[src/rtl/des_pkg.sv]
// Shared constants, permutation tables and helpers for the DES round controller.
package des_pkg;

   localparam int unsigned NUM_ROUNDS = 16;
   localparam int unsigned KEY_W      = 64;
   localparam int unsigned CD_W       = 56;
   localparam int unsigned HALF_W     = 28;
   localparam int unsigned SUBKEY_W   = 48;
   localparam int unsigned ROUND_W    = 5;
   localparam int unsigned STATE_W    = 2;

   // FSM state encoding
   localparam logic [STATE_W-1:0] ST_IDLE  = 2'd0;
   localparam logic [STATE_W-1:0] ST_LOAD  = 2'd1;
   localparam logic [STATE_W-1:0] ST_ROUND = 2'd2;
   localparam logic [STATE_W-1:0] ST_DONE  = 2'd3;

   // PC-1: entry i names the key bit (1 = MSB) landing in CD bit i (0 = MSB)
   localparam int unsigned PC1_TAB [CD_W] = '{
      57, 49, 41, 33, 25, 17,  9,  1, 58, 50, 42, 34, 26, 18,
      10,  2, 59, 51, 43, 35, 27, 19, 11,  3, 60, 52, 44, 36,
      63, 55, 47, 39, 31, 23, 15,  7, 62, 54, 46, 38, 30, 22,
      14,  6, 61, 53, 45, 37, 29, 21, 13,  5, 28, 20, 12,  4
   };

   // PC-2: entry i names the CD bit (1 = MSB) landing in subkey bit i (0 = MSB)
   localparam int unsigned PC2_TAB [SUBKEY_W] = '{
      14, 17, 11, 24,  1,  5,  3, 28, 15,  6, 21, 10,
      23, 19, 12,  4, 26,  8, 16,  7, 27, 20, 13,  2,
      41, 52, 31, 37, 47, 55, 30, 40, 51, 45, 33, 48,
      44, 49, 39, 56, 34, 53, 46, 42, 50, 36, 29, 32
   };

   // Left-shift amount for rounds 1..16 (index 0 = round 1)
   localparam logic [1:0] SHIFT_TAB [NUM_ROUNDS] = '{
      2'd1, 2'd1, 2'd2, 2'd2, 2'd2, 2'd2, 2'd2, 2'd2,
      2'd1, 2'd2, 2'd2, 2'd2, 2'd2, 2'd2, 2'd2, 2'd1
   };

   // Permuted choice 1 from the 64-bit key to {C,D}
   function automatic logic [CD_W-1:0] pc1(input logic [KEY_W-1:0] k);
      logic [CD_W-1:0] o;
      o = '0;
      for (int i = 0; i < int'(CD_W); i++)
         o[6'(int'(CD_W) - 1 - i)] = k[6'(int'(KEY_W) - int'(PC1_TAB[i]))];
      return o;
   endfunction

   // Permuted choice 2 from {C,D} to the 48-bit round key
   function automatic logic [SUBKEY_W-1:0] pc2(input logic [CD_W-1:0] cd);
      logic [SUBKEY_W-1:0] o;
      o = '0;
      for (int i = 0; i < int'(SUBKEY_W); i++)
         o[6'(int'(SUBKEY_W) - 1 - i)] = cd[6'(int'(CD_W) - int'(PC2_TAB[i]))];
      return o;
   endfunction

   // Rotate a 28-bit half left by 0, 1 or 2
   function automatic logic [HALF_W-1:0] rotl28(input logic [HALF_W-1:0] x, input logic [1:0] n);
      case (n)
         2'd1:    return {x[HALF_W-2:0], x[HALF_W-1]};
         2'd2:    return {x[HALF_W-3:0], x[HALF_W-1:HALF_W-2]};
         default: return x;
      endcase
   endfunction

   // Rotate a 28-bit half right by 0, 1 or 2
   function automatic logic [HALF_W-1:0] rotr28(input logic [HALF_W-1:0] x, input logic [1:0] n);
      case (n)
         2'd1:    return {x[0], x[HALF_W-1:1]};
         2'd2:    return {x[1:0], x[HALF_W-1:2]};
         default: return x;
      endcase
   endfunction

endpackage

[src/rtl/des_round_ctrl_if.sv]
// Request/round-control/result bundle between a DES datapath owner and the controller.
interface des_round_ctrl_if;
   logic                            start;
   logic                            in_ready;
   logic                            decrypt;
   logic [des_pkg::KEY_W-1:0]       key;
   logic                            load_init;
   logic                            en;
   logic [des_pkg::ROUND_W-1:0]     round;
   logic [des_pkg::SUBKEY_W-1:0]    subkey;
   logic                            out_valid;
   logic                            out_ready;

   modport master (
      output start, decrypt, key, out_ready,
      input  in_ready, load_init, en, round, subkey, out_valid
   );

   modport slave (
      input  start, decrypt, key, out_ready,
      output in_ready, load_init, en, round, subkey, out_valid
   );
endinterface

[src/rtl/des_key_sched.sv]
// DES key schedule: C/D halves loaded through PC-1, rotated per round, PC-2 to subkey.
module des_key_sched
   import des_pkg::*;
(
   input  logic                clk,
   input  logic                rst,
   input  logic                load,
   input  logic                decrypt,
   input  logic [KEY_W-1:0]    key,
   input  logic                step,
   input  logic [ROUND_W-1:0]  round,
   output logic [SUBKEY_W-1:0] subkey
);

   logic [HALF_W-1:0] c_q;
   logic [HALF_W-1:0] d_q;
   logic              dec_q;
   logic [CD_W-1:0]   cd_pc1;
   logic [1:0]        amt;
   logic              last_round;

   assign cd_pc1     = pc1(key);
   assign last_round = (round == ROUND_W'(NUM_ROUNDS));

   // Rotation applied at the end of the current round: forward schedule for encrypt, reversed for decrypt
   always_comb begin
      amt = 2'd0;
      if (dec_q)
         amt = SHIFT_TAB[4'(ROUND_W'(NUM_ROUNDS) - round)];
      else if (!last_round)
         amt = SHIFT_TAB[round[3:0]];
   end

   // C/D state: K1 or K16 position at accept, then one rotation per active round
   always_ff @(posedge clk or negedge rst) begin
      if (!rst) begin
         c_q   <= '0;
         d_q   <= '0;
         dec_q <= 1'b0;
      end else if (load) begin
         dec_q <= decrypt;
         if (decrypt) begin
            c_q <= cd_pc1[CD_W-1:HALF_W];
            d_q <= cd_pc1[HALF_W-1:0];
         end else begin
            c_q <= rotl28(cd_pc1[CD_W-1:HALF_W], 2'd1);
            d_q <= rotl28(cd_pc1[HALF_W-1:0], 2'd1);
         end
      end else if (step) begin
         if (dec_q) begin
            c_q <= rotr28(c_q, amt);
            d_q <= rotr28(d_q, amt);
         end else begin
            c_q <= rotl28(c_q, amt);
            d_q <= rotl28(d_q, amt);
         end
      end
   end

   assign subkey = pc2({c_q, d_q});

endmodule

[src/rtl/des_round_ctrl.sv]
// DES round sequencer: accept, load IP, 16 Feistel rounds with subkeys, hold result until taken.
module des_round_ctrl
   import des_pkg::*;
(
   input logic             clk,
   input logic             rst,
   des_round_ctrl_if.slave bus
);

   logic [STATE_W-1:0] state_q;
   logic [STATE_W-1:0] state_nxt;
   logic [ROUND_W-1:0] round_q;
   logic [ROUND_W-1:0] round_nxt;
   logic               in_ready_q;
   logic               in_ready_nxt;
   logic               load_init_q;
   logic               load_init_nxt;
   logic               en_q;
   logic               en_nxt;
   logic               out_valid_q;
   logic               out_valid_nxt;
   logic               accept;
   logic [SUBKEY_W-1:0] subkey;

   assign accept = (state_q == ST_IDLE) && bus.start;

   // Next state and next registered outputs, decoded from the state being entered
   always_comb begin
      state_nxt     = state_q;
      round_nxt     = '0;
      in_ready_nxt  = 1'b0;
      load_init_nxt = 1'b0;
      en_nxt        = 1'b0;
      out_valid_nxt = 1'b0;

      case (state_q)
         ST_IDLE:  if (bus.start) state_nxt = ST_LOAD;
         ST_LOAD:  state_nxt = ST_ROUND;
         ST_ROUND: if (round_q == ROUND_W'(NUM_ROUNDS)) state_nxt = ST_DONE;
         ST_DONE:  if (bus.out_ready) state_nxt = ST_IDLE;
         default:  state_nxt = ST_IDLE;
      endcase

      case (state_nxt)
         ST_IDLE:  in_ready_nxt  = 1'b1;
         ST_LOAD:  load_init_nxt = 1'b1;
         ST_ROUND: begin
            en_nxt    = 1'b1;
            round_nxt = (state_q == ST_ROUND) ? round_q + ROUND_W'(1) : ROUND_W'(1);
         end
         ST_DONE:  out_valid_nxt = 1'b1;
         default:  in_ready_nxt  = 1'b0;
      endcase
   end

   // State and output registers
   always_ff @(posedge clk or negedge rst) begin
      if (!rst) begin
         state_q     <= ST_IDLE;
         round_q     <= '0;
         in_ready_q  <= 1'b1;
         load_init_q <= 1'b0;
         en_q        <= 1'b0;
         out_valid_q <= 1'b0;
      end else begin
         state_q     <= state_nxt;
         round_q     <= round_nxt;
         in_ready_q  <= in_ready_nxt;
         load_init_q <= load_init_nxt;
         en_q        <= en_nxt;
         out_valid_q <= out_valid_nxt;
      end
   end

   des_key_sched u_key_sched (
      .clk     (clk),
      .rst     (rst),
      .load    (accept),
      .decrypt (bus.decrypt),
      .key     (bus.key),
      .step    (en_q),
      .round   (round_q),
      .subkey  (subkey)
   );

   assign bus.in_ready  = in_ready_q;
   assign bus.load_init = load_init_q;
   assign bus.en        = en_q;
   assign bus.round     = round_q;
   assign bus.subkey    = subkey;
   assign bus.out_valid = out_valid_q;

endmodule

[src/flat_wrapper.sv]
// flat-port wrapper written by rule: the top's interface ports become plain ports
module des_round_ctrl_flat import des_pkg::*;
  (clk, rst, bus_start, bus_decrypt, bus_key, bus_out_ready, bus_in_ready, bus_load_init, bus_en, bus_round, bus_subkey, bus_out_valid);
  des_round_ctrl_if bus_i ();
  input logic clk;
  input logic rst;
  input wire logic [$bits(bus_i.start)-1:0] bus_start;
  input wire logic [$bits(bus_i.decrypt)-1:0] bus_decrypt;
  input wire logic [$bits(bus_i.key)-1:0] bus_key;
  input wire logic [$bits(bus_i.out_ready)-1:0] bus_out_ready;
  output wire logic [$bits(bus_i.in_ready)-1:0] bus_in_ready;
  output wire logic [$bits(bus_i.load_init)-1:0] bus_load_init;
  output wire logic [$bits(bus_i.en)-1:0] bus_en;
  output wire logic [$bits(bus_i.round)-1:0] bus_round;
  output wire logic [$bits(bus_i.subkey)-1:0] bus_subkey;
  output wire logic [$bits(bus_i.out_valid)-1:0] bus_out_valid;
  assign bus_i.start = bus_start;
  assign bus_i.decrypt = bus_decrypt;
  assign bus_i.key = bus_key;
  assign bus_i.out_ready = bus_out_ready;
  assign bus_in_ready = bus_i.in_ready;
  assign bus_load_init = bus_i.load_init;
  assign bus_en = bus_i.en;
  assign bus_round = bus_i.round;
  assign bus_subkey = bus_i.subkey;
  assign bus_out_valid = bus_i.out_valid;
  des_round_ctrl u_core (.clk(clk), .rst(rst), .bus(bus_i));
endmodule
[config.mk]
export PLATFORM = sky130hd
export DESIGN_NAME = des_round_ctrl_flat
export DESIGN_NICKNAME = d
export VERILOG_FILES = /design/src/rtl/des_pkg.sv /design/src/rtl/des_round_ctrl_if.sv /design/src/rtl/des_key_sched.sv /design/src/rtl/des_round_ctrl.sv /design/src/flat_wrapper.sv
export SDC_FILE = /design/constraint.sdc
export NUM_CORES = 1
export LEC_CHECK = 0
export CAP_MARGIN = 20
export CORE_MARGIN = 2
export CORE_UTILIZATION = 47
export CTS_CLUSTER_SIZE = 16
export DETAILED_ROUTE_END_ITERATION = 8
export PLACE_DENSITY = 0.78
export SYNTH_ARGS = -nofsm -noshare
export SYNTH_HDL_FRONTEND = slang
export SYNTH_HIERARCHICAL = 1
export SYNTH_SLANG_ARGS = --single-unit
[constraint.sdc]
create_clock -name clk -period 2.2 [get_ports clk]
set_input_delay 0.44 -clock clk [delete_from_list [all_inputs] [get_ports clk]]
set_output_delay 0.44 -clock clk [all_outputs]
set_load 0.05 [all_outputs]
# Word level (Yosys, flattened, before mapping)
# Memory sizes are Yosys's and may differ from the RTL's.
# Index checks and enable logic that the tools add are counted.
[word_totals]
regBits = 68
rom_bits = 64
in_bits = 69
elab_cells = 60
memories = 2
[classes]
n_addsub = 2
order_cmp = 2
eq_ne = 9
mux = 28
bitwise_logic = 2
n_reduce_logical = 6
[mem_list]
columns = ["memory", "depth", "word_bits", "rd", "rd_ports_with_merged_regs", "write_ports", "line_no", "source"]
rows = [
  ["(name not given)", 16, 2, 1, 0, 0, "des_key_sched.sv:31", "amt = SHIFT_TAB[round[3:0]];"],
  ["(name not given)", 16, 2, 1, 0, 0, "des_key_sched.sv:29", "amt = SHIFT_TAB[4'(ROUND_W'(NUM_ROUNDS) - round)];"],
]
[ops]
columns = ["cell", "n"]
rows = [
  ["one-hot mux 28 bit (2 select lines)", 4],
  ["2-to-1 mux 28 bit", 7],
  ["2-to-1 mux 2 bit", 9],
  ["2-to-1 mux 5 bit", 3],
  ["== test 2 bit, second input constant", 5],
  ["greater-or-equal comparator 5 bit, second input constant", 2],
  ["NOT 4 -> 5 bit", 2],
  ["one-hot mux 2 bit (4 select lines)", 1],
  ["== test 2 x 1 -> 1 bit, second input constant", 3],
  ["adder 5 x 1 -> 5 bit, second input constant", 1],
  ["== test 5 bit, second input constant", 1],
  ["zero test 2 bit", 2],
  ["2-to-1 mux 1 bit", 4],
  ["subtractor 1 x 4 -> 4 bit, first input constant", 1],
  ["nonzero test 3 bit", 1],
  ["AND reduction 2 bit", 1],
  ["nonzero test 2 bit", 1],
  ["logical AND 1 bit", 1],
]

# Logic depth before layout (Yosys ltp)
# Gate-level depths: netlist (run 1).
[logic_depth]
ltp_word = 11
ltp_mapped = 10
depth_no_buf = 8

# By module
# The synthesis (run 1) kept the hierarchy.
[modules_own_cells]
columns = ["module", "instances", "cells_each", "area_per_inst_um2", "seq_area_each_um2"]
rows = [
  ["des_key_sched", 1, 584, 5183.7, 1426.4],
  ["des_round_ctrl", 1, 43, 491.7, 276.5],
]

# Least setup slack after synthesis (run 1)
# OpenSTA, ideal clock, no wires.
[synth_path]
path_kind = "reg-to-reg"
startpoint = "register u_core.round_q[0] (netlist: u_core/bus.round[0])"
endpoint = "register u_core.u_key_sched.d_q[18]"
setup_time_ps = 134
t_arrival_ps = 2529
slack_ps = -463
stages_incl_launch_ff = 11
path_buffers = 3
period_less_slack_ps = 2663
cell_sequence = "dfrtp_1 > inv_1 > ha_1 > or3b_4 > and3_1 > buf_6 > a21oi_2 > buf_6 > buf_12 > mux2i_1 > o211ai_1"
[synth_between]
elab_chain_cells = 11
[synth_lines]
columns = ["element", "line_no", "source"]
rows = [
  ["from (decl)", "des_round_ctrl.sv:12", "logic [ROUND_W-1:0] round_q;"],
  ["from (signal assigned)", "des_round_ctrl.sv:67", "round_q <= round_nxt;"],
  ["subtractor 1 x 4 -> 4 bit / NOT 4 -> 5 bit (equally long branches)", "des_key_sched.sv:29, des_key_sched.sv:31", ""],
  ["NOT 4 -> 5 bit (implied by the code) / memory read (16 x 2 bit) (equally long branches)", "n/a", ""],
  ["memory read (16 x 2 bit) / 2-to-1 mux 2 bit (equally long branches)", "n/a", ""],
  ["2-to-1 mux 2 bit (on tied branches)", "des_key_sched.sv:29, des_key_sched.sv:31", ""],
  ["2-to-1 mux 2 bit (on tied branches)", "des_key_sched.sv:29, des_key_sched.sv:30", ""],
  ["2-to-1 mux 2 bit *", "des_key_sched.sv:28", "if (dec_q)"],
  ["== test 2 bit / == test 2 x 1 -> 1 bit (equally long branches)", "des_pkg.sv:60, des_pkg.sv:69", ""],
  ["one-hot mux 28 bit (2 select lines) (on tied branches)", "des_pkg.sv:60, des_pkg.sv:69", ""],
  ["2-to-1 mux 28 bit", "des_key_sched.sv:50", "if (dec_q) begin"],
  ["2-to-1 mux 28 bit", "des_key_sched.sv:49", "end else if (step) begin"],
  ["2-to-1 mux 28 bit", "des_key_sched.sv:40", "end else if (load) begin"],
  ["to (signal assigned)", "des_key_sched.sv:44", "d_q <= cd_pc1[HALF_W-1:0];"],
  ["to (signal assigned)", "des_key_sched.sv:52", "d_q <= rotr28(d_q, amt);"],
  ["to (signal assigned)", "des_key_sched.sv:55", "d_q <= rotl28(d_q, amt);"],
  ["to (decl)", "des_key_sched.sv:16", "logic [HALF_W-1:0] d_q;"],
]
# Every way passes the cells marked *; elsewhere a longest branch is shown, timed or not. The select of a mux whose other input is x is not followed.
# A chain may end at the register's enable or synchronous reset.

# Worst setup path after layout (run 1)
[layout_path]
startpoint = "register u_core.round_q[1] (netlist: u_core/bus.round[1])"
endpoint = "register u_core.u_key_sched.c_q[2]"
[layout_between]
elab_chain_cells = 11
[layout_lines]
columns = ["element", "line_no", "source"]
rows = [
  ["subtractor 1 x 4 -> 4 bit / NOT 4 -> 5 bit (equally long branches)", "des_key_sched.sv:29, des_key_sched.sv:31", ""],
  ["NOT 4 -> 5 bit (implied by the code) / memory read (16 x 2 bit) (equally long branches)", "n/a", ""],
  ["memory read (16 x 2 bit) / 2-to-1 mux 2 bit (equally long branches)", "n/a", ""],
  ["2-to-1 mux 2 bit (on tied branches)", "des_key_sched.sv:29, des_key_sched.sv:31", ""],
  ["2-to-1 mux 2 bit (on tied branches)", "des_key_sched.sv:29, des_key_sched.sv:30", ""],
  ["2-to-1 mux 2 bit *", "des_key_sched.sv:28", ""],
  ["== test 2 bit / == test 2 x 1 -> 1 bit (equally long branches)", "des_pkg.sv:60, des_pkg.sv:69", ""],
  ["one-hot mux 28 bit (2 select lines) (on tied branches)", "des_pkg.sv:60, des_pkg.sv:69", ""],
  ["2-to-1 mux 28 bit", "des_key_sched.sv:50", ""],
  ["2-to-1 mux 28 bit", "des_key_sched.sv:49", ""],
  ["2-to-1 mux 28 bit", "des_key_sched.sv:40", ""],
  ["to (signal assigned)", "des_key_sched.sv:43", "c_q <= cd_pc1[CD_W-1:HALF_W];"],
  ["to (signal assigned)", "des_key_sched.sv:51", "c_q <= rotr28(c_q, amt);"],
  ["to (signal assigned)", "des_key_sched.sv:54", "c_q <= rotl28(c_q, amt);"],
  ["to (decl)", "des_key_sched.sv:15", "logic [HALF_W-1:0] c_q;"],
]
# Marks and branches as above.

==> results of run 1 <==
==> per-stage QoR <==
stage	hold slack, ns	util
2_1_floorplan	0.144	-
3_3_place_gp	0.482	0.540
3_5_place_dp	0.488	0.540
4_1_cts	0.125	0.587
5_1_grt	0.138	0.612
6_report	0.0969	0.612
==> path summary, 6_finish.rpt <==
check / cells after the start / to / start / slack (ns)
worst max-delay path: 9 / u_core/u_key_sched/c_q[2] / u_core/bus.round[1] / -0.12
worst min-delay path: 1 / u_core/u_key_sched/d_q[22] / rst / 0.1
worst max register to register: 9 / u_core/u_key_sched/c_q[2] / u_core/bus.round[1] / -0.12
worst min register to register: 2 / u_core/u_key_sched/c_q[22] / u_core/u_key_sched/c_q[22] / 0.60
max in group asynchronous: 2 / u_core/bus.in_ready / rst / 1.42
min in group clk: 2 / u_core/u_key_sched/c_q[22] / u_core/u_key_sched/c_q[22] / 0.60
==> cell usage in the layout (no fill, tap or decap), drive strengths merged, types with 3 or more instances in the layout <==
| cell type | n |
|---|---|
| dlymetal6s2s | 4 |
| mux2i | 93 |
| conb | 22 |
| a22oi | 5 |
| mux2 | 10 |
| a32oi | 40 |
| a221oi | 5 |
| clkbuf | 11 |
| nor4bb | 4 |
| clkdlybuf4s50 | 46 |
| bufinv | 3 |
| or3 | 5 |
| o2111ai | 5 |
| ha | 5 |
| dfrtp | 67 |
| and3 | 7 |
| a31o | 4 |
| nor3 | 4 |
| nand2b | 3 |
| a21oi | 8 |
| a22o | 4 |
| nand3b | 5 |
| nor2 | 62 |
| nor2b | 3 |
| nand3 | 9 |
| nand2 | 49 |
| inv | 12 |
| o211ai | 7 |
| a31oi | 5 |
| o31ai | 7 |
| a21boi | 6 |
| o21ai | 56 |
| o22ai | 15 |
| buf | 76 |
==> per-layer routing <==
metal,up-vias,track usage
li1,2410,-
met4,0,0.132
met5,-,0
met2,390,0.435
met1,2733,0.344
met3,107,0.0420
==> kinds of logic (layout without fill, tap and decap cells) <==
kind of cell    Yosys count  after routing  share of synthesized area
simple gates            161            161                      0.139
buf+inv                 107            157                      0.130
xor+xnor                  3              3                    0.00463
compound gates          179            179                      0.231
flops                    68             68                      0.300
fa+ha+maj                 5              5                     0.0110
mux                     103            103                      0.184
other cells               1             22                   0.000661
==> synthesized netlist by cell type, drive strengths merged (5+ instances only) <==
cell / count / area share
a21boi: 6 / 0.0086
a21oi: 8 / 0.0077
a221oi: 5 / 0.012
a22oi: 5 / 0.0066
a31oi: 5 / 0.0082
a32oi: 40 / 0.062
and3: 7 / 0.0077
buf: 66 / 0.096
clkbuf: 28 / 0.026
dfrtp: 67 / 0.30
ha: 5 / 0.011
inv: 12 / 0.0079
mux2: 10 / 0.020
mux2i: 93 / 0.16
nand2: 49 / 0.033
nand3: 9 / 0.0088
nand3b: 5 / 0.0066
nor2: 62 / 0.041
o2111ai: 5 / 0.0077
o211ai: 7 / 0.0093
o21ai: 56 / 0.051
o22ai: 15 / 0.017
o31ai: 7 / 0.0093
or3: 5 / 0.0055
==> registers in the layout, summed over array words and instances, names as in the netlist <==
name	count
u_core/u_key_sched/d_q	28
u_core/bus.in_ready	1
u_core/u_key_sched/c_q	28
u_core/bus.load_init	1
u_core/state_q	2
u_core/u_key_sched/dec_q	1
u_core/bus.en	1
u_core/bus.round	5
u_core/bus.out_valid	1
==> what timing repair did <==
item,4_1_cts,5_1_grt
hold buffers,0,0
setup buffers,5,9
endpoints found under the setup margin,44,59
pin swaps,2,6
cloned,3,2
gates resized for setup,20,52
==> worst max-delay path, delay by kind of cell, from the launching register on <==
kind | cells | cell delay [ns]
mux | 1 | 0.25
flops | 1 | 0.51
simple gates | 2 | 0.57
buf+inv | 3 | 0.38
compound gates | 2 | 0.27
fa+ha+maj | 1 | 0.20
==> final cells by class <==
cell class,count,area (um^2),share of cell area
Inverter,13,51.3,0.00703
Clock inverter,6,114,0.0156
Sequential cell,68,1710,0.235
Multi-Input combinational cell,473,3620,0.497
Clock buffer,9,225,0.0309
Tap cell,147,184,0.0252
Timing Repair Buffer,129,1390,0.190
==> results.txt, run 1 <==
----------------------------------------------------
[Place]
  Final weighted congestion in routability-driven placement ... 0.912
  Port Buf Inserts ... 55
  Final HPWL from detailed placement ... 11100 um
  Post-Place Cell Area ... 6430 um^2
  Worst-case setup slack after placement ... -0.118 ns
  Placed cell count ... 813

[Route]
  Iteration-0 DRC Markers ... 773
  Routed vias ... between 5k and 6k
  Highest metal used ... met4
  First-pass iteration count of the detailed router ... 6
  DR vias/cell ... roughly 6.7
  DR WL met2 ... 8960 um
  Post-route DRC violation count ... 0
  Post-Route M1 WL ... 7040 um
  Routed wire per std cell ... 22.0 um
  Met3 Routed Length ... 1590 um
  Antenna-violating nets left ... 0
  Total wirelength of the detailed-routed design ... between 15000 and 20000 um

[Critical path]
  Delay of the slowest cell on the worst path ... 0.51 ns
  Crit path DAT ... 2.52 ns
  CP max stage cell ... sky130_fd_sc_hd__dfrtp_4
  Startpoint Class ... flop
  Required time of the critical path ... 2.41 ns
  Sort of element at the end of the critical path ... flop
  Cell type with the highest occurrence count on the critical path ... sky130_fd_sc_hd__buf_12
  Critical path fanouts, max ... 7
  List of cells traversed by the critical path ... inv_4, ha_4, or3b_4, and3_4, a21oi_4, buf_12, buf_12, mux2i_4, o211ai_1
  Critical path start-end classification ... flop to flop

[Timing]
  Fmax ... 0.432 GHz
  Setup repair after global routing missed its margin ... yes
  Post-route clock skew ... 0.00821 ns
  Min setup slack post-route ... -0.116 ns
  Final-report max-slew violation count ... 0
  Slew headroom ... 0.597
  Sum of negative setup slack ... -2.21 ns
  Slew @ Worst Pin ... 0.604 ns
  Post-layout minimum cycle time ... 2.32 ns
  Final number of setup-violating endpoints ... 46
  Final period util ... 1.05
  Number of hold violations in the final report ... 0

[Floorplan]
  Die Y ... between 100 and 150 um
  I/O pin count ... roughly 130
  Die outline width ... 114 um
  Placement row count ... 40
  Full die area ... 13000 um^2
  Core area ... roughly 12000 um^2
  Initial standard-cell utilization of the core ... 0.476

[Global routing]
  Number of antenna violations at the first check in global routing ... 0
  Largest net degree at the start of global routing ... 46
  GRT Total Usage ... 0.266
  Remaining global-route overflow ... 0
  Via count of the first global-routing pass ... 5410
  First-pass GRT wire length ... 27500 um

[Final layout]
  Layout Cell Area excl Fill ... 7290 um^2
  Number of nets in the layout ... 768
  Area added between synthesis and finish ... 28.5%
  Diode count ... 0
  Number of fill cells ... 934
  Count of non-filler cells in the finished layout ... 845
  Share of post-route cells with drive strength above 1 ... 0.252

[Yosys]
  Number of enable flip-flop cells after synthesis ... 0
  Top_reg_cell synth ... sky130_fd_sc_hd__dfrtp_1
  Sequential element share of the synthesized area ... 0.300
  Number of synthesized register bits ... 68
  Yosys warning count ... 6
  Syn avg cell area ... 9.05 um^2
  Instance count of the mapped netlist ... 627
  Distinct cell type count of the synthesized netlist ... 70
  Area of the mapped netlist ... about 5700 um^2
  Async set or reset register ratio after synthesis ... 1.00

[Clock tree]
  Number of levels in the clock H-tree ... 3
  CTS tree ... done
  Clock latency at the later pin of the worst-skew pair ... 0.35 ns
  Number of sinks driven by the clock tree ... 68
  Clock transition at the registers of the reported paths ... roughly 0.06 ns
  Total clock buffers created by CTS ... 9
  Master cell of the clock root buffer ... sky130_fd_sc_hd__clkbuf_16
  Clk buf depth ... 2

[Run]
  Number of maximum-capacitance constraint violations ... 0

[Min path]
  Type of the worst min-delay path ... input pin to asynchronous set/reset pin

[Status]
  Result of the run ... finished with violations
  Failing checks ... negative setup slack

----------------------------------------------------
Power of run 1 is not shown: default switching activity piles up to over one toggle a cycle in this logic, so the estimate is an artifact.
==> run 2: changes to the inputs <==
--- a/config.mk
+++ b/config.mk
@@ -7,10 +7,10 @@
 export LEC_CHECK = 0
 export CAP_MARGIN = 20
 export CORE_MARGIN = 2
-export CORE_UTILIZATION = 47
+export CORE_UTILIZATION = 45
 export CTS_CLUSTER_SIZE = 16
 export DETAILED_ROUTE_END_ITERATION = 8
-export PLACE_DENSITY = 0.78
+export PLACE_DENSITY = 0.75
 export SYNTH_ARGS = -nofsm -noshare
 export SYNTH_HDL_FRONTEND = slang
 export SYNTH_HIERARCHICAL = 1
==> run 2 against run 1 <==
  * Utilization shrank 3.8 points
  * Cell count grew 2.6%
  * The run still ends with negative setup slack left
  * Critical path type unchanged
  * Sequential share of layout area grew 0.45 points
  * Wire length shrank 6.3%
  * Register-to-register slack lost 0.05 ns
  * Maximum frequency shrank 2.3%
  * First-iteration DRC count shrank 29%
  * Via count shrank 4.7%
  * Critical path depth is the same
  * Design area shrank 1.9%
  * Clock skew is essentially flat
  * Global-route usage shrank 1.4 points
==> results.txt, run 2 (synthesized netlist as in run 1, its figures left out) <==
----------------------------------------------------
[Final layout]
  Top library cells by usage in the layout, fill and taps aside ... sky130_fd_sc_hd__mux2i_1, sky130_fd_sc_hd__dfrtp_1, sky130_fd_sc_hd__nor2_1, sky130_fd_sc_hd__buf_4
  Number of fill cells ... 1045 (+12%)
  Most common cell after layout, fill and taps aside ... sky130_fd_sc_hd__mux2i_1
  Count of non-filler cells in the finished layout ... 867 (+2.6%)
  Area added between synthesis and finish ... 26.1%
  Diode count ... 0 (unchanged)
  Share of post-route cells with drive strength above 1 ... 0.245 (-0.00754)
  Final core utilization ... 0.574 (-0.0382)
  Number of nets in the layout ... 764 (-0.52%)

[Timing]
  Final-report max-slew violation count ... 0 (unchanged)
  Fmax ... 0.422 GHz (-2.3%)
  Slew headroom ... 0.592 (-0.00498)
  Sum of negative setup slack ... -2.99 ns (-0.785 ns)
  Post-route clock skew ... 0.00867 ns (+0.000461 ns)
  Setup repair after global routing missed its margin ... yes
  Min setup slack post-route ... -0.169 ns (-0.0534 ns)
  Post-layout minimum cycle time ... 2.37 ns (+0.0534 ns)
  Slew @ Worst Pin ... 0.610 ns (+0.00521 ns)
  Final number of setup-violating endpoints ... 44 (-4.3%)
  Final period util ... 1.08 (+0.0243)
  Number of hold violations in the final report ... 0 (unchanged)

[Global routing]
  Remaining global-route overflow ... 0 (unchanged)
  GRT Total Usage ... 0.252 (-0.0139)
  Number of antenna violations at the first check in global routing ... 0 (unchanged)
  First-pass GRT wire length ... 26700 um (-2.9%)
  Via count of the first global-routing pass ... 5318 (-1.7%)
  Largest net degree at the start of global routing ... 35 (-24%)
  Most used routing layer in global routing ... met2
  Met3 layer usage reported by global route ... 0.0477 (+0.00577)
  Met2 Resource Use GR ... 0.407 (-0.0282)
  Fraction of met1 tracks used by global routing ... 0.319 (-0.0250)

[Route]
  Post-route DRC violation count ... 0 (unchanged)
  Total wirelength of the detailed-routed design ... 17400 um (-6.3%)
  DR vias/cell ... 6.20 (-7.1%)
  Iteration-0 DRC Markers ... 546 (-29%)
  Routed wire per std cell ... 20.1 um (-8.7%)
  First-pass iteration count of the detailed router ... 6 (unchanged)
  Routed vias ... 5377 (-4.7%)
  Antenna-violating nets left ... 0 (unchanged)

[Critical path]
  Delay of the slowest cell on the worst path ... 0.50 ns (about the same)
  Critical path fanouts, max ... 6 (-1)
  Reg2Reg Depth ... 9 (unchanged)
  Worst R2R End ... u_core/u_key_sched/d_q[27]
  Buffer and inverter count on the worst path ... 3 (unchanged)
  CP max stage cell ... sky130_fd_sc_hd__dfrtp_4
  Crit path DAT ... 2.59 ns (+0.07 ns)
  Sort of element at the end of the critical path ... flop
  Top Family by Delay on Critical Path ... simple AND/OR/NAND/NOR gates
  Required time of the critical path ... 2.42 ns (about the same)
  List of cells traversed by the critical path ... inv_4, ha_4, or3b_4, and3_4, a21oi_4, buf_12, clkbuf_16, mux2i_1, a221oi_1
  Critical path start-end classification ... flop to flop
  Startpoint Class ... flop
  Register-to-Register Setup Slack ... -0.17 ns (-0.05 ns)
  Reg-to-reg startpoint ... u_core/bus.round[1]

[Place]
  Final HPWL from detailed placement ... 11300 um (+1.7%)
  Placed cell count ... 840 (+3.3%)
  Port Buf Inserts ... 55 (unchanged)
  Worst-case setup slack after placement ... -0.166 ns (-0.0480 ns)
  Final weighted congestion in routability-driven placement ... 0.882 (-3.3%)

[Clock tree]
  Number of levels in the clock H-tree ... 3 (unchanged)
  Total clock buffers created by CTS ... 9 (unchanged)
  Clock latency at the later pin of the worst-skew pair ... 0.35 ns (about the same)
  Master cell of the clock root buffer ... sky130_fd_sc_hd__clkbuf_16
  Clk buf depth ... 2 (unchanged)
  Number of sinks driven by the clock tree ... 68 (unchanged)
  Clock transition at the registers of the reported paths ... 0.06 ns (about the same)
  CTS tree ... done

[Floorplan]
  Core area ... 12500 um^2 (+4.7%)
  Die outline width ... 116 um (+2.1%)
  Full die area ... 13500 um^2 (+4.3%)
  I/O pin count ... 126 (unchanged)
  Initial standard-cell utilization of the core ... 0.455 (-0.0212)
  Placement row count ... 41 (+2.5%)
  Die Y ... 116 um (+2.1%)

[Run]
  Number of maximum-capacitance constraint violations ... 0 (unchanged)

[Status]
  Result of the run ... finished with violations
  Failing checks ... negative setup slack

[Min path]
  Type of the worst min-delay path ... input pin to asynchronous set/reset pin

----------------------------------------------------
## run 2: repair_timing
| action | CTS | global route |
|---|---|---|
| pin swaps | 1 | 14 |
| hold buffers | 0 | 0 |
| resized for setup | 17 | 44 |
| buffers inserted | 5 | 6 |
| endpoints found under the setup margin | 43 | 57 |
| cloned | 1 | 3 |
| hold endpoints to repair | 0 | 0 |
## run 2: final cells by class
type,count,area (um^2),area share
multi-input combinational,473,3570,0.499
tap,172,215,0.0301
sequential,68,1710,0.239
clock inverter,5,37.5,0.00524
timing repair buffer,125,1330,0.186
inverter,13,51.3,0.00717
clock buffer,11,243,0.0339
## run 2: worst max path at each step
stage | from | to | slack (ns) | depth (start not counted)
2_1_floorplan | u_core/bus.round[1] | u_core/u_key_sched/d_q[18] | -0.13 | 10
3_3_place_gp | u_core/bus.round[1] | u_core/u_key_sched/d_q[10] | -0.14 | 8
3_5_place_dp | u_core/bus.round[1] | u_core/u_key_sched/d_q[10] | -0.17 | 8
4_1_cts | u_core/bus.round[1] | u_core/u_key_sched/c_q[25] | -0.12 | 9
5_1_grt | u_core/bus.round[1] | u_core/u_key_sched/d_q[27] | -0.27 | 9
6_report | u_core/bus.round[1] | u_core/u_key_sched/d_q[27] | -0.17 | 9
## run 2: worst reg2reg max path, stage by stage (launching register included)
cell and delay [ns]:
sky130_fd_sc_hd__dfrtp_4 0.50, sky130_fd_sc_hd__inv_4 0.07, sky130_fd_sc_hd__ha_4 0.20, sky130_fd_sc_hd__or3b_4 0.37
sky130_fd_sc_hd__and3_4 0.19, sky130_fd_sc_hd__a21oi_4 0.18, sky130_fd_sc_hd__buf_12 0.17, sky130_fd_sc_hd__clkbuf_16 0.17
sky130_fd_sc_hd__mux2i_1 0.08, sky130_fd_sc_hd__a221oi_1 0.33
## run 2: stage by stage
stage               area (um^2)  hold WS [ns]
global route               7160        0.0445
detailed placement         6460         0.400
CTS                        6900        0.0315
global placement           6460         0.394
finish                     7160        0.0197
floorplan                  5780         0.144
## run 2: metal layers
layer  vias up  wire (um)
li1       2408          -
met1      2615       6960
met2       302       8560
met3        52       1370
met4         0        514
met5         -          0
Power of run 2 is left out for the same reason.
==> run 3: changes to the inputs <==
--- a/config.mk
+++ b/config.mk
@@ -8,9 +8,11 @@
 export CAP_MARGIN = 20
 export CORE_MARGIN = 2
 export CORE_UTILIZATION = 45
+export CTS_CLUSTER_DIAMETER = 80
 export CTS_CLUSTER_SIZE = 16
 export DETAILED_ROUTE_END_ITERATION = 8
 export PLACE_DENSITY = 0.75
+export SKIP_CTS_REPAIR_TIMING = 1
 export SYNTH_ARGS = -nofsm -noshare
 export SYNTH_HDL_FRONTEND = slang
 export SYNTH_HIERARCHICAL = 1
==> run 3 against run 2 <==
  * The run still ends with negative setup slack left
  * Critical path depth did not move
  * Non-clock buffer count rose by 6
  * Clock-buffer cell count did not move
  * Largest cell class unchanged
  * First-iteration DRC count did not move
==> results.txt, run 3 (synthesized netlist as in run 1, its figures left out) <==
----------------------------------------------------
[Floorplan]
  Placement row count ... 41 (unchanged)
  Die outline width ... 116 um (unchanged)
  Initial standard-cell utilization of the core ... 0.455 (unchanged)
  I/O pin count ... 126 (unchanged)
  Die Y ... 116 um (unchanged)
  Core area ... 12500 um^2 (unchanged)
  Full die area ... 13500 um^2 (unchanged)

[Route]
  DR vias/cell ... 6.19 (-0.23%)
  Post-route DRC violation count ... 0 (unchanged)
  Routed wire per std cell ... 20.0 um (-0.56%)
  Routed vias ... 5408 (+0.58%)
  Antenna-violating nets left ... 0 (unchanged)
  First-pass iteration count of the detailed router ... 5 (-1)
  Iteration-0 DRC Markers ... 546 (unchanged)
  Total wirelength of the detailed-routed design ... 17500 um (+0.24%)

[Status]
  Result of the run ... finished with violations
  Failing checks ... negative setup slack

[Timing]
  Slew headroom ... 0.627 (+0.0346)
  Setup repair after global routing missed its margin ... yes
  Slew @ Worst Pin ... 0.558 ns (-0.0515 ns)
  Post-layout minimum cycle time ... 2.45 ns (+0.0771 ns)
  Final number of setup-violating endpoints ... 51 (+16%)
  Final period util ... 1.11 (+0.0350)
  Fmax ... 0.409 GHz (-3.2%)
  Sum of negative setup slack ... -5.00 ns (-2.01 ns)
  Min setup slack post-route ... -0.246 ns (-0.0771 ns)
  Final-report max-slew violation count ... 0 (unchanged)
  Post-route clock skew ... 0.00752 ns (-0.00115 ns)
  Number of hold violations in the final report ... 0 (unchanged)

[Critical path]
  Required time of the critical path ... 2.41 ns (about the same)
  Critical path start-end classification ... flop to flop
  Setup crit start ... u_core/bus.round[1]
  Startpoint Class ... flop
  Critical path fanouts, max ... 6 (unchanged)
  Sort of element at the end of the critical path ... flop
  Reg2Reg Depth ... 9 (unchanged)
  Reg-to-reg startpoint ... u_core/bus.round[1]
  Crit path DAT ... 2.65 ns (+0.06 ns)

[Final layout]
  Number of fill cells ... 1033 (-1.1%)
  Most common cell after layout, fill and taps aside ... sky130_fd_sc_hd__mux2i_1
  Share of post-route cells with drive strength above 1 ... 0.244 (-0.00101)
  Diode count ... 0 (unchanged)
  Top library cells by usage in the layout, fill and taps aside ... sky130_fd_sc_hd__mux2i_1, sky130_fd_sc_hd__dfrtp_1, sky130_fd_sc_hd__nor2_1, sky130_fd_sc_hd__buf_4
  Area added between synthesis and finish ... 27.0%
  Number of nets in the layout ... 771 (+0.92%)

[Global routing]
  GRT Total Usage ... 0.246 (-0.00596)
  Largest net degree at the start of global routing ... 35 (unchanged)
  Via count of the first global-routing pass ... 5238 (-1.5%)
  Remaining global-route overflow ... 0 (unchanged)
  First-pass GRT wire length ... 26100 um (-2.4%)
  Number of antenna violations at the first check in global routing ... 0 (unchanged)

[Place]
  Final HPWL from detailed placement ... 11300 um (unchanged)
  Worst-case setup slack after placement ... -0.166 ns (unchanged)
  Final weighted congestion in routability-driven placement ... 0.882 (unchanged)
  Port Buf Inserts ... 55 (unchanged)

[Clock tree]
  Clk buf depth ... 2 (unchanged)
  Master cell of the clock root buffer ... sky130_fd_sc_hd__clkbuf_16
  CTS tree ... done
  Number of sinks driven by the clock tree ... 68 (unchanged)
  Total clock buffers created by CTS ... 9 (unchanged)
  Number of levels in the clock H-tree ... 3 (unchanged)
  Clock transition at the registers of the reported paths ... 0.06 ns (about the same)
  Clock latency at the later pin of the worst-skew pair ... 0.35 ns (about the same)

[Run]
  Number of maximum-capacitance constraint violations ... 0 (unchanged)

[Min path]
  Type of the worst min-delay path ... input pin to asynchronous set/reset pin

----------------------------------------------------
run 3: through the flow:
stage                     hold WS (ns)  std cells  instance area, um^2  utilization
after floorplan                  0.144        648                 5780            -
after global placement           0.394        840                 6460        0.519
after detailed placement         0.400        840                 6460        0.519
after CTS                       0.0315        856                 6740        0.541
after global routing            0.0459        874                 7210        0.578
final                           0.0214        874                 7210        0.578
run 3: worst paths after layout:
path	end	slack, ns
worst min-delay path	u_core/u_key_sched/c_q[11]	0.02
worst min register to register	u_core/u_key_sched/c_q[18]	0.59
worst max-delay path	u_core/u_key_sched/d_q[11]	-0.25
min in group clk	u_core/u_key_sched/c_q[18]	0.59
worst max register to register	u_core/u_key_sched/d_q[11]	-0.25
max in group asynchronous	u_core/u_key_sched/d_q[8]	1.53
run 3: critical path, stage by stage, from the launching register on:
cell and delay [ns]:
sky130_fd_sc_hd__dfrtp_4 0.50, sky130_fd_sc_hd__inv_4 0.07, sky130_fd_sc_hd__ha_4 0.20, sky130_fd_sc_hd__or3b_4 0.37, sky130_fd_sc_hd__and3_4 0.19, sky130_fd_sc_hd__a21oi_4 0.21
sky130_fd_sc_hd__buf_12 0.17, sky130_fd_sc_hd__buf_12 0.13, sky130_fd_sc_hd__mux2i_1 0.31, sky130_fd_sc_hd__o211ai_1 0.15
run 3: area by class of cell:
cell class | count | area [um^2] | area share
clock buffer | 11 | 243 | 0.0337
clock inverter | 5 | 37.5 | 0.00521
inverter | 13 | 51.3 | 0.00712
multi-input combinational | 474 | 3550 | 0.493
sequential | 68 | 1710 | 0.238
tap | 172 | 215 | 0.0299
timing repair buffer | 131 | 1390 | 0.193
run 3: routing by layer:
metal  GRT usage  vias up  part of all wire
met5           0        -                 0
met4       0.129        0             0.035
met3      0.0483       67             0.080
met2       0.396      286              0.48
met1       0.314     2630              0.40
li1            -     2425                 -
Power of run 3 is left out for the same reason.
